==> src/rtl/adder_pkg.sv <==
// rtl/adder_pkg.sv - shared state encoding, width limits and counter sizing for serial_adder
package adder_pkg;

    typedef enum logic [1:0] {
        IDLE = 2'd0,
        RUN  = 2'd1,
        DONE = 2'd2
    } state_t;

    localparam int WIDTH_MIN = 1;
    localparam int WIDTH_MAX = 32;

    // Bits needed to count 0..w-1; never less than one so WIDTH=1 still has a counter.
    function automatic int cnt_width(input int w);
        int n;
        n = 0;
        for (int i = 0; i < 32; i++) begin
            if ((1 << n) < w) begin
                n = n + 1;
            end
        end
        return (n < 1) ? 1 : n;
    endfunction

endpackage

==> src/rtl/full_adder_bit.sv <==
// rtl/full_adder_bit.sv - one-bit full adder built from two half-adder stages
module full_adder_bit (
    input  logic a,
    input  logic b,
    input  logic cin,
    output logic s,
    output logic cout
);

    logic s1;
    logic c1;
    logic c2;

    assign s1   = a ^ b;
    assign c1   = a & b;
    assign s    = s1 ^ cin;
    assign c2   = s1 & cin;
    assign cout = c1 | c2;

endmodule

==> src/rtl/serial_adder.sv <==
// rtl/serial_adder.sv - bit-serial LSB-first adder/subtractor with carry-out and signed overflow
module serial_adder
    import adder_pkg::*;
#(
    parameter int WIDTH = 8
) (
    input  logic             clk,
    input  logic             rst,
    input  logic             start,
    input  logic             sub,
    input  logic [WIDTH-1:0] a,
    input  logic [WIDTH-1:0] b,
    output logic             busy,
    output logic             done,
    output logic [WIDTH-1:0] sum,
    output logic             cout,
    output logic             ovf
);

    localparam int CW = cnt_width(WIDTH);

    if (WIDTH < WIDTH_MIN || WIDTH > WIDTH_MAX) begin : g_width_check
        $error("serial_adder: WIDTH out of range");
    end

    state_t           state;
    state_t           state_next;
    logic [WIDTH-1:0] a_sr;
    logic [WIDTH-1:0] b_sr;
    logic [WIDTH-1:0] res;
    logic [WIDTH-1:0] res_next;
    logic [CW-1:0]    cnt;
    logic             carry;
    logic             fa_s;
    logic             fa_c;
    logic             accept;
    logic             last;

    full_adder_bit u_fa (
        .a    (a_sr[0]),
        .b    (b_sr[0]),
        .cin  (carry),
        .s    (fa_s),
        .cout (fa_c)
    );

    assign accept   = start && (state == IDLE || state == DONE);
    assign last     = (state == RUN) && (cnt == CW'(WIDTH - 1));
    assign res_next = (res >> 1) | (WIDTH'(fa_s) << (WIDTH - 1));

    always_comb begin
        state_next = state;
        case (state)
            IDLE:    state_next = accept ? RUN : IDLE;
            RUN:     state_next = last ? DONE : RUN;
            DONE:    state_next = accept ? RUN : IDLE;
            default: state_next = IDLE;
        endcase
    end

    always_ff @(posedge clk) begin
        if (rst) begin
            state <= IDLE;
        end else begin
            state <= state_next;
        end
    end

    // Subtraction is a + ~b + 1: invert B on load and seed the carry with sub.
    always_ff @(posedge clk) begin
        if (rst) begin
            a_sr  <= '0;
            b_sr  <= '0;
            res   <= '0;
            cnt   <= '0;
            carry <= 1'b0;
            sum   <= '0;
            cout  <= 1'b0;
            ovf   <= 1'b0;
        end else if (accept) begin
            a_sr  <= a;
            b_sr  <= sub ? ~b : b;
            carry <= sub;
            cnt   <= '0;
        end else if (state == RUN) begin
            a_sr  <= a_sr >> 1;
            b_sr  <= b_sr >> 1;
            res   <= res_next;
            carry <= fa_c;
            cnt   <= cnt + CW'(1);
            if (last) begin
                sum  <= res_next;
                cout <= fa_c;
                ovf  <= carry ^ fa_c;
            end
        end
    end

    assign busy = (state == RUN);
    assign done = (state == DONE);

endmodule
==> config.mk <==
export PLATFORM = sky130hd
export DESIGN_NAME = serial_adder
export DESIGN_NICKNAME = d
export VERILOG_FILES = /design/src/rtl/adder_pkg.sv /design/src/rtl/full_adder_bit.sv /design/src/rtl/serial_adder.sv
export SDC_FILE = /design/constraint.sdc
export NUM_CORES = 1
export LEC_CHECK = 0
export CORE_MARGIN = 8
export CORE_UTILIZATION = 48
export CTS_BUF_LIST = sky130_fd_sc_hd__clkbuf_4 sky130_fd_sc_hd__clkbuf_8
export DETAILED_ROUTE_END_ITERATION = 16
export PLACE_DENSITY = 0.76
export SLEW_MARGIN = 25
export SYNTH_ARGS = -nofsm -noshare
export SYNTH_HDL_FRONTEND = slang
export SYNTH_HIERARCHICAL = 1
export SYNTH_SLANG_ARGS = --single-unit
==> constraint.sdc <==
create_clock -name clk -period 1.7 [get_ports clk]
set_clock_uncertainty 0.15 [all_clocks]
set_input_delay 0.255 -clock clk [delete_from_list [all_inputs] [get_ports clk]]
set_output_delay 0.255 -clock clk [all_outputs]
set_load 0.02 [all_outputs]
==> flow_metrics.tcl <==
set metrics [dict create \
    status "complete, no violations" \
    drive_gt1_share_pct 10.0 \
    area_growth_pct 22.7 \
    fin_crit_sh_pct 92.5 \
    rsz0062_at_grt "yes" \
    drtAntennaViolNets 0 \
    critPathCaptureType "primary output" \
    timing.final.hold_violations 0 \
    placed_cells 258 \
    drt_iter0_drc 105 \
    crit_path_max_fanout 4 \
    yosysSeqAreaShare_pct 47.8 \
    die_h_um 74.3 \
    yosysUniqueCellTypes 29 \
    n_fill_cell 306 \
    synth_top_area_share_pct 47.8 \
    clk_pin_slew_worst_paths_ns 0.12 \
    synth.avg_cell_area_um2 8.74 \
    grt_max_degree 40 \
    die_w_um 74.3 \
    netlist_area_um2 1630 \
    tightest_slew_ns 0.397 \
    fin_util_pct 60.5 \
    ys_seq_elements 39 \
    synthesis.nets 210 \
    io_pins 32 \
    io_buffers 31 \
    cts_htree_levels 2 \
    avgRoutedWirePerCell_um 13.2 \
    synth_top_cell_by_area "dfxtp_1" \
    core_um2 3310 \
    antenna_found_initial 0 \
    grtUsageTotal_pct 13.7 \
    p_per_area_nw_per_um2 848 \
    fin_cells 266 \
    routed_wl_mm 3.52 \
    dr.pass1.iters 4 \
    fp-row-count 21 \
    postCtsSetupBuffers 0 \
    yosysWarnings 6 \
    place_congestion 0.733 \
    layout_commonest_cell "nand2_1" \
    hpwl_mm 2.45 \
    root_buffer "clkbuf_4" \
    grt_overflow_total 0 \
    cts_buffers 5 \
    setup_viol 0 \
    clock.fmax_mhz 636 \
    cts_tree "yes" \
    numClockSinks 39 \
    min_period_ns 1.57 \
    dieArea_um2 5530 \
    grt_pass1_vias 1302 \
    drv_cap 0 \
    insertion_delay_ns 0.35 \
    synthTopCellsByArea "dfxtp_1 (48%), nand2_1 (9.9%), a21oi_1 (6.1%)" \
    vias_per_cell 5.27 \
    path_class "flip-flop to primary output" \
    final_cell_mix "nand2_1 (43), dfxtp_1 (39), a21oi_1 (20), clkdlybuf4s50_1 (19), nor3_1 (17)" \
    cts.hold.buffers_added 0 \
    peakVddDrop_mv 0.391 \
    critPathRequiredTime_ns 1.29 \
    clock_path_buffers 2 \
    syn_inst 187 \
    slew_headroom_pct 73.5 \
    hp-class "flip-flop to flip-flop" \
    drv_slew 0 \
    cp-start-kind "flip-flop" \
    vias 1403 \
    n_antenna_cell 0 \
    leakage_uw 0.000781 \
    fin_nets 242 \
    grt_first_pass_wirelength_mm 5.78 \
    start_util_pct 49.4 \
    crit_arrival_ns 1.17 \
    remaining_drc_errors 0 \
]
## critical path: stages, from the launching register on
cell	delay, ns
dfxtp_1	0.38
nor2b_1	0.23
clkbuf_2	0.21
## path summary, 6_finish.rpt
kind	from	end	slack, ns	cells after the start
max	state[1]	done	0.13	2
min	sum[1]	sum[1]	0.31	2
max reg2reg	cnt[1]	ovf	0.15	5
min reg2reg	sum[1]	sum[1]	0.31	2
## registers in the layout (all words and copies together), names as in the netlist
signal	count
state	2
cout	1
b_sr	8
cnt	3
a_sr	8
ovf	1
carry	1
sum	8
res	7
## cell type report
type | count | area (µm²) | share of cell area (%)
Clock buffer | 5 | 37.5 | 1.87
Clock inverter | 3 | 15.0 | 0.749
Inverter | 1 | 8.76 | 0.437
Multi-Input combinational cell | 132 | 737 | 36.8
Sequential cell | 39 | 781 | 39.0
Tap cell | 46 | 57.6 | 2.87
Timing Repair Buffer | 40 | 368 | 18.4
## cell usage after synthesis
cell type      instances
ha_1                   2
nor2_1                 8
xor2_1                 8
clkbuf_2               1
a21oi_1               20
nor3_2                 1
nand3b_1               1
xnor2_1                2
nor3_1                17
nor2b_1                2
clkbuf_1               1
dfxtp_1               39
buf_6                  4
a311oi_1               5
buf_2                  4
inv_6                  1
a211oi_1               1
nand3_1                4
a22oi_1                3
dlygate4sd1_1          1
nand2b_1               2
o21a_1                 1
mux2i_1                3
buf_4                  3
fa_1                   1
nand2_1               43
buf_1                  1
and3b_1                1
o22ai_1                7
## power by group
part | total, µW | internal (µW) | switching, µW
clock network | 448 | 154 | 295
registers | 986 | 959 | 27.8
logic | 265 | 130 | 135
total | 1700 | 1240 | 457
## metrics by stage
stage / setup WS (ns) / TNS, ns / hold slack [ns] / cell area (µm²) / total power (µW)
detailed placement: 0.0731 / 0 / 0.301 / 1970 / 1270
floorplan: 0.275 / 0 / 0.282 / 1630 / 1190
global placement: 0.110 / 0 / 0.292 / 1970 / 1260
global route: -0.0158 / -0.0158 / 0.326 / 2000 / 1790
CTS: 0.00147 / 0 / 0.317 / 2010 / 1720
finish: 0.128 / 0 / 0.311 / 2000 / 1700
## what timing repair did
action	CTS	global route
resized for setup	14	3
gates cloned	0	0
endpoints found under the setup margin	12	10
## cells by family (layout without fill, tap and decap cells)
group | after synthesis | in the layout | synth area share (%)
AOI/OAI and AO/OA | 37 | 37 | 13.8
xor gates and xnor gates | 10 | 10 | 5.36
adders and majority gates | 3 | 3 | 2.76
buffers and inverters | 16 | 49 | 7.20
DFF | 39 | 39 | 47.8
muxes | 3 | 3 | 1.84
and+or+nand+nor | 79 | 79 | 21.3
## per-layer routing
| layer | GRT usage [%] | vias to the layer above | part of all wire [%] |
|---|---|---|---|
| li1 | - | 702 | - |
| met1 | 16.0 | 659 | 44 |
| met2 | 21.4 | 35 | 47 |
| met3 | 4.99 | 7 | 6.3 |
| met4 | 6.96 | 0 | 2.2 |
| met5 | 0 | - | 0 |
No activity file was read; power rests on OpenSTA's default activity.
